==> src/rtl/lap_stop_watch.sv <==
// MM:SS stopwatch with an internal one-second prescaler, split (frozen) display
// and a first-word-fall-through lap FIFO drained by the display/UART logic.
module lap_stop_watch #(
  parameter int CYCLES_PER_SEC = 1000,
  parameter int MAX_MINUTES    = 59,
  parameter int MIN_W          = 6,
  parameter int LAP_DEPTH      = 4
) (
  input  logic                             clk,
  input  logic                             rst,
  input  logic                             stop_watch_en,
  input  logic                             start_stop_button,
  input  logic                             lap_button,
  input  logic                             clear_button,
  input  logic                             lap_rd_en,
  output logic [MIN_W-1:0]                 o_minutes,
  output logic [5:0]                       o_seconds,
  output logic                             o_running,
  output logic                             o_frozen,
  output logic                             lap_valid,
  output logic [MIN_W-1:0]                 lap_minutes,
  output logic [5:0]                       lap_seconds,
  output logic [$clog2(LAP_DEPTH+1)-1:0]   lap_count,
  output logic                             lap_overflow,
  output logic                             stop_watch_ack_flag
);

  localparam int PW = $clog2(CYCLES_PER_SEC);
  localparam int AW = $clog2(LAP_DEPTH);
  localparam int CW = $clog2(LAP_DEPTH + 1);
  localparam logic [PW-1:0]    PRESC_LAST = PW'(CYCLES_PER_SEC - 1);
  localparam logic [MIN_W-1:0] MIN_LAST   = MIN_W'(MAX_MINUTES);
  localparam logic [CW-1:0]    DEPTH_C    = CW'(LAP_DEPTH);

  typedef enum logic [1:0] {
    S_IDLE   = 2'd0,
    S_RUN    = 2'd1,
    S_SPLIT  = 2'd2,
    S_PAUSED = 2'd3
  } state_e;

  state_e           state_q, state_d;
  logic [PW-1:0]    presc_q, presc_d;
  logic [MIN_W-1:0] min_q, min_d;
  logic [5:0]       sec_q, sec_d;
  logic [MIN_W-1:0] frz_min_q, frz_min_d;
  logic [5:0]       frz_sec_q, frz_sec_d;
  logic [AW-1:0]    wr_ptr_q, wr_ptr_d;
  logic [AW-1:0]    rd_ptr_q, rd_ptr_d;
  logic [CW-1:0]    count_q, count_d;
  logic             ovf_q, ovf_d;
  logic             ack_q, ack_d;
  logic [MIN_W-1:0] min_mem_q [LAP_DEPTH];
  logic [5:0]       sec_mem_q [LAP_DEPTH];

  logic act_clear, act_start, act_lap;
  logic counting, tick;
  logic fifo_full, fifo_empty, do_push, do_pop;

  // Only the highest-priority pressed button is considered; if it is not
  // meaningful in the current state, the cycle carries no action at all.
  always_comb begin
    act_clear = 1'b0;
    act_start = 1'b0;
    act_lap   = 1'b0;
    if (stop_watch_en) begin
      if (clear_button) begin
        act_clear = (state_q == S_PAUSED);
      end else if (start_stop_button) begin
        act_start = 1'b1;
      end else if (lap_button) begin
        act_lap = (state_q == S_RUN) || (state_q == S_SPLIT);
      end
    end
  end

  always_comb begin
    state_d = state_q;
    if (act_clear) begin
      state_d = S_IDLE;
    end else if (act_start) begin
      case (state_q)
        S_IDLE:   state_d = S_RUN;
        S_RUN:    state_d = S_PAUSED;
        S_SPLIT:  state_d = S_PAUSED;
        S_PAUSED: state_d = S_RUN;
        default:  state_d = S_IDLE;
      endcase
    end else if (act_lap) begin
      state_d = S_SPLIT;
    end
  end

  assign counting = stop_watch_en && ((state_q == S_RUN) || (state_q == S_SPLIT));
  assign tick     = counting && (presc_q == PRESC_LAST);

  always_comb begin
    presc_d = presc_q;
    if (act_clear || tick) begin
      presc_d = '0;
    end else if (counting) begin
      presc_d = presc_q + 1'b1;
    end
  end

  always_comb begin
    min_d = min_q;
    sec_d = sec_q;
    if (act_clear) begin
      min_d = '0;
      sec_d = '0;
    end else if (tick) begin
      if (sec_q == 6'd59) begin
        sec_d = '0;
        min_d = (min_q == MIN_LAST) ? '0 : min_q + 1'b1;
      end else begin
        sec_d = sec_q + 1'b1;
      end
    end
  end

  // Capture takes the pre-tick counter value, matching what the FIFO stores.
  always_comb begin
    frz_min_d = frz_min_q;
    frz_sec_d = frz_sec_q;
    if (act_clear) begin
      frz_min_d = '0;
      frz_sec_d = '0;
    end else if (act_lap) begin
      frz_min_d = min_q;
      frz_sec_d = sec_q;
    end
  end

  assign fifo_empty = (count_q == '0);
  assign fifo_full  = (count_q == DEPTH_C);
  assign do_pop     = stop_watch_en && lap_rd_en && !fifo_empty && !act_clear;
  assign do_push    = act_lap && (!fifo_full || do_pop);

  always_comb begin
    wr_ptr_d = wr_ptr_q;
    rd_ptr_d = rd_ptr_q;
    count_d  = count_q;
    ovf_d    = ovf_q;
    if (act_clear) begin
      wr_ptr_d = '0;
      rd_ptr_d = '0;
      count_d  = '0;
      ovf_d    = 1'b0;
    end else begin
      if (do_push) wr_ptr_d = wr_ptr_q + 1'b1;
      if (do_pop)  rd_ptr_d = rd_ptr_q + 1'b1;
      count_d = count_q + {{(CW-1){1'b0}}, do_push} - {{(CW-1){1'b0}}, do_pop};
      if (act_lap && fifo_full && !do_pop) ovf_d = 1'b1;
    end
  end

  assign ack_d = stop_watch_en ? act_clear : ack_q;

  always_ff @(posedge clk) begin
    if (rst) begin
      state_q   <= S_IDLE;
      presc_q   <= '0;
      min_q     <= '0;
      sec_q     <= '0;
      frz_min_q <= '0;
      frz_sec_q <= '0;
      wr_ptr_q  <= '0;
      rd_ptr_q  <= '0;
      count_q   <= '0;
      ovf_q     <= 1'b0;
      ack_q     <= 1'b0;
    end else begin
      state_q   <= state_d;
      presc_q   <= presc_d;
      min_q     <= min_d;
      sec_q     <= sec_d;
      frz_min_q <= frz_min_d;
      frz_sec_q <= frz_sec_d;
      wr_ptr_q  <= wr_ptr_d;
      rd_ptr_q  <= rd_ptr_d;
      count_q   <= count_d;
      ovf_q     <= ovf_d;
      ack_q     <= ack_d;
    end
  end

  // Lap storage carries no reset; empty entries are masked at the outputs.
  always_ff @(posedge clk) begin
    if (!rst && do_push) begin
      min_mem_q[wr_ptr_q] <= min_q;
      sec_mem_q[wr_ptr_q] <= sec_q;
    end
  end

  assign o_minutes           = (state_q == S_SPLIT) ? frz_min_q : min_q;
  assign o_seconds           = (state_q == S_SPLIT) ? frz_sec_q : sec_q;
  assign o_running           = (state_q == S_RUN) || (state_q == S_SPLIT);
  assign o_frozen            = (state_q == S_SPLIT);
  assign lap_valid           = !fifo_empty;
  assign lap_minutes         = fifo_empty ? '0 : min_mem_q[rd_ptr_q];
  assign lap_seconds         = fifo_empty ? '0 : sec_mem_q[rd_ptr_q];
  assign lap_count           = count_q;
  assign lap_overflow        = ovf_q;
  assign stop_watch_ack_flag = ack_q;

endmodule

==> config.mk <==
export PLATFORM = sky130hd
export DESIGN_NAME = lap_stop_watch
export DESIGN_NICKNAME = d
export VERILOG_FILES = /design/src/rtl/lap_stop_watch.sv
export SDC_FILE = /design/constraint.sdc
export NUM_CORES = 1
export LEC_CHECK = 0
export ABC_CLOCK_PERIOD_IN_PS = 3200
export CORE_AREA = 3 3 113 115
export CTS_CLUSTER_SIZE = 40
export DETAILED_ROUTE_END_ITERATION = 12
export DIE_AREA = 0 0 116 118
export PLACE_DENSITY = 0.64
export SLEW_MARGIN = 20
export SYNTH_ARGS = -nofsm -noshare
export SYNTH_HDL_FRONTEND = slang
export SYNTH_SLANG_ARGS = --single-unit
export TNS_END_PERCENT = 10
==> constraint.sdc <==
create_clock -name clk -period 3.2 [get_ports clk]
set_input_delay 0.32 -clock clk [delete_from_list [all_inputs] [get_ports clk]]
set_output_delay 0.32 -clock clk [all_outputs]
set_load 0.005 [all_outputs]
==> results.txt <==
outcome -> finished clean
# diodes -> 0
Pleak -> 1.82 nW
worst endpoint required time -> 3.43 ns
vias -> 2,577
# resized after CTS -> 0
Setup WS post-layout -> 0.532 ns
utilization after layout -> 0.420
Syn Nets -> 341
Worst Reg2Reg Path Length in Cells -> 11
RSZ-0062 raised after global routing -> false
Final #Nets -> 389
vias in the first global route -> 2,526
remaining global-route overflow -> 0
largest net degree at the start of global routing -> 19
die width -> 116 um
final hold vios -> 0
Syn Inst Count -> 323
Initial Util -> 0.346
clock latency at the later pin of the worst-skew pair -> 0.34 ns
critical path class -> flop to flop
most used flip-flop cell after synthesis -> edfxtp_1
hold buffer count at CTS -> 0
most frequent cells in the layout -> edfxtp_1 (48), dfxtp_1 (47), clkdlybuf4s50_1 (38), nor2_1 (35), and2_1 (20)
final setup fails -> 0
Mean Syn Cell Area -> 12.8 sq um
IO Pins -> 39
CP max-delay cell -> a211oi_1
final period utilization -> 0.834
Wirelength per Cell -> 15.2 um
most common cell after layout, fill and taps aside -> edfxtp_1
FF-to-FF End -> lap_count[2]
startpoint of the worst hold path -> stop_watch_ack_flag
Layout Skew -> 0.00572 ns
total power -> 2.90 mW
Final min period -> 2.67 ns
area grow syn2layout -> 21.2%
All-Layer GR Usage -> 0.120
placed insts -> 507
hold depth -> 2
post-DR vias/cell -> 4.93
clk buf depth -> 2
Site Rows -> 40
Root Buffer Master -> clkbuf_16
first-pass GRT wire length -> 12.8 mm
drt pass-1 iters -> 5
Core Box Area -> 0.0119 sq mm
Setup crit start -> state_q[0]
IO Port Bufs -> 38
f_max -> 0.375 GHz
synthesized flop and latch total -> 95
drt drc -> 0
Die Span Y -> 118 um
initial antenna violation count -> 1
Worst Hold Class -> flop to flop
die area -> 0.0137 sq mm
CTS tree -> built
clock sink total -> 95
crit-path cells -> inv_1 > ha_1 > nand4bb_1 > a211oi_1 > mux2_2 > ha_1 > inv_1 > fa_1 > xor2_1 > xnor2_1 > nor2_1
Final HPWL DP -> 5.48 mm
Peak supply drop -> 0.301 mV
Arr. time, crit path -> 2.90 ns
Synth area leaders -> edfxtp_1 (35%), dfxtp_1 (23%), mux4_2 (6.6%), mux2_2 (3.5%), mux2i_1 (3.4%)
routed wire length -> 7.94 mm
1st-iter DRT viols -> 157
Worst Setup EP -> lap_count[2]
top-area cell type share of the netlist area -> 0.349
post-route cell area -> 0.00500 sq mm
pwr dens -> 580 mW/mm^2
flop-to-flop setup slack -> 0.53 ns
Max Cap Viol -> 0
Async SR Flop Fraction -> 0
Yosys cell types -> 53
hold_ws -> 0.481 ns
yosys warns -> 0
Num CTS Buffers -> 9
CP Capture Type -> flop
clock-pin slew on the worst setup and hold paths -> 0.07 ns
Final ANT Viol Nets -> 0
Setup Total Neg Slack -> 0 ns
gpl congestion -> 0.767
Post-Place Cell Area -> 0.00471 sq mm
share of post-route cells with drive strength above 1 -> 0.160
final std cells w/o fill -> 523
Max Slew Vio Count -> 0
nature of the critical path startpoint -> flop
Worst Tran Pin Value -> 0.730 ns
worst slew slack as a fraction of its limit -> 0.513
register area share after synthesis -> 0.577
CP peak stage delay -> 0.43 ns
Crit Reg-Reg Startpoint -> state_q[0]
buffer count from post-CTS setup fixing -> 0
Crit Path Max Fanout -> 6
mapped cell area -> 0.00413 sq mm
post-place setup slack -> 0.349 ns
largest area contributor in the netlist -> edfxtp_1
H-tree levels -> 3
EDFF count, synth -> 48
[metal layers]
metal / GRT usage / share of wire / vias up
met1: 0.162 / 0.48 / 1253
met2: 0.193 / 0.48 / 31
li1: - / - / 1286
met3: 0.0257 / 0.027 / 7
met4: 0.0370 / 0.010 / 0
met5: 0 / 0 / -
[synthesized netlist by cell type (2+ instances only)]
cell type  count
a21oi_1       12
nand3_1        8
clkbuf_1       7
nor2_1        35
xor2_1         9
inv_1          6
edfxtp_1      48
o211ai_1       3
o31ai_1        2
nand4_1        5
nand2b_1       2
or4_1          2
buf_2          2
ha_1          10
and3_1         3
dfxtp_1       47
nand3b_1       3
mux4_2        12
o21ai_0        5
and4b_1        3
nor2b_1        2
mux2_2        13
nand2_1       16
and2_1        20
xnor2_1        6
mux2i_1       14
nor3_1         2
[report_power, final]
group          switching [mW]  leakage (nW)  internal (mW)
clock network           0.475         0.138          0.545
registers              0.0199         0.830           1.29
logic                   0.216         0.856          0.354
total                   0.711          1.82           2.19
[worst min path at each step]
stage	endpoint	slack [ns]
after CTS	stop_watch_ack_flag	0.48
final	stop_watch_ack_flag	0.48
after detailed placement	stop_watch_ack_flag	0.47
after global routing	stop_watch_ack_flag	0.52
after global placement	frz_sec_q[2]	0.47
after floorplan	stop_watch_ack_flag	0.39
[registers in the layout, summed over array words and instances (netlist names), named ones only]
| register | flops |
|---|---|
| state_q | 2 |
| sec_mem_q | 24 |
| min_mem_q | 24 |
| frz_min_q | 6 |
| stop_watch_ack_flag | 1 |
| rd_ptr_q | 2 |
| wr_ptr_q | 2 |
| sec_q | 6 |
| presc_q | 10 |
| lap_overflow | 1 |
| frz_sec_q | 6 |
| lap_count | 3 |
| min_q | 6 |
[worst max-delay path: cells and delay by family (launching register included)]
family | cells | cell delay, ns
adder cells (fa/ha/maj) | 3 | 0.85
AO/OA/AOI/OAI | 1 | 0.43
flip-flops | 1 | 0.35
XOR/XNOR | 2 | 0.32
AND/OR/NAND/NOR | 2 | 0.25
multiplexers | 1 | 0.25
buffers and inverters | 2 | 0.09
[cell type report]
type                            instances  area, sq um
Tap cell                              147          184
Fill cell                            1130         6910
Multi-Input combinational cell        209         1650
Sequential cell                        95         2380
Clock inverter                          7         66.3
Inverter                                6         22.5
Timing Repair Buffer                   50          470
Clock buffer                            9          225
[kinds of logic after synthesis]
logic type	Yosys count	share of synthesized area
simple gates	112	0.147
compound gates	32	0.0500
flops	95	0.577
xor+xnor	15	0.0318
fa+ha+maj	11	0.0352
mux	39	0.135
buf+inv	19	0.0231
No activity file was read; power rests on OpenSTA's default activity.
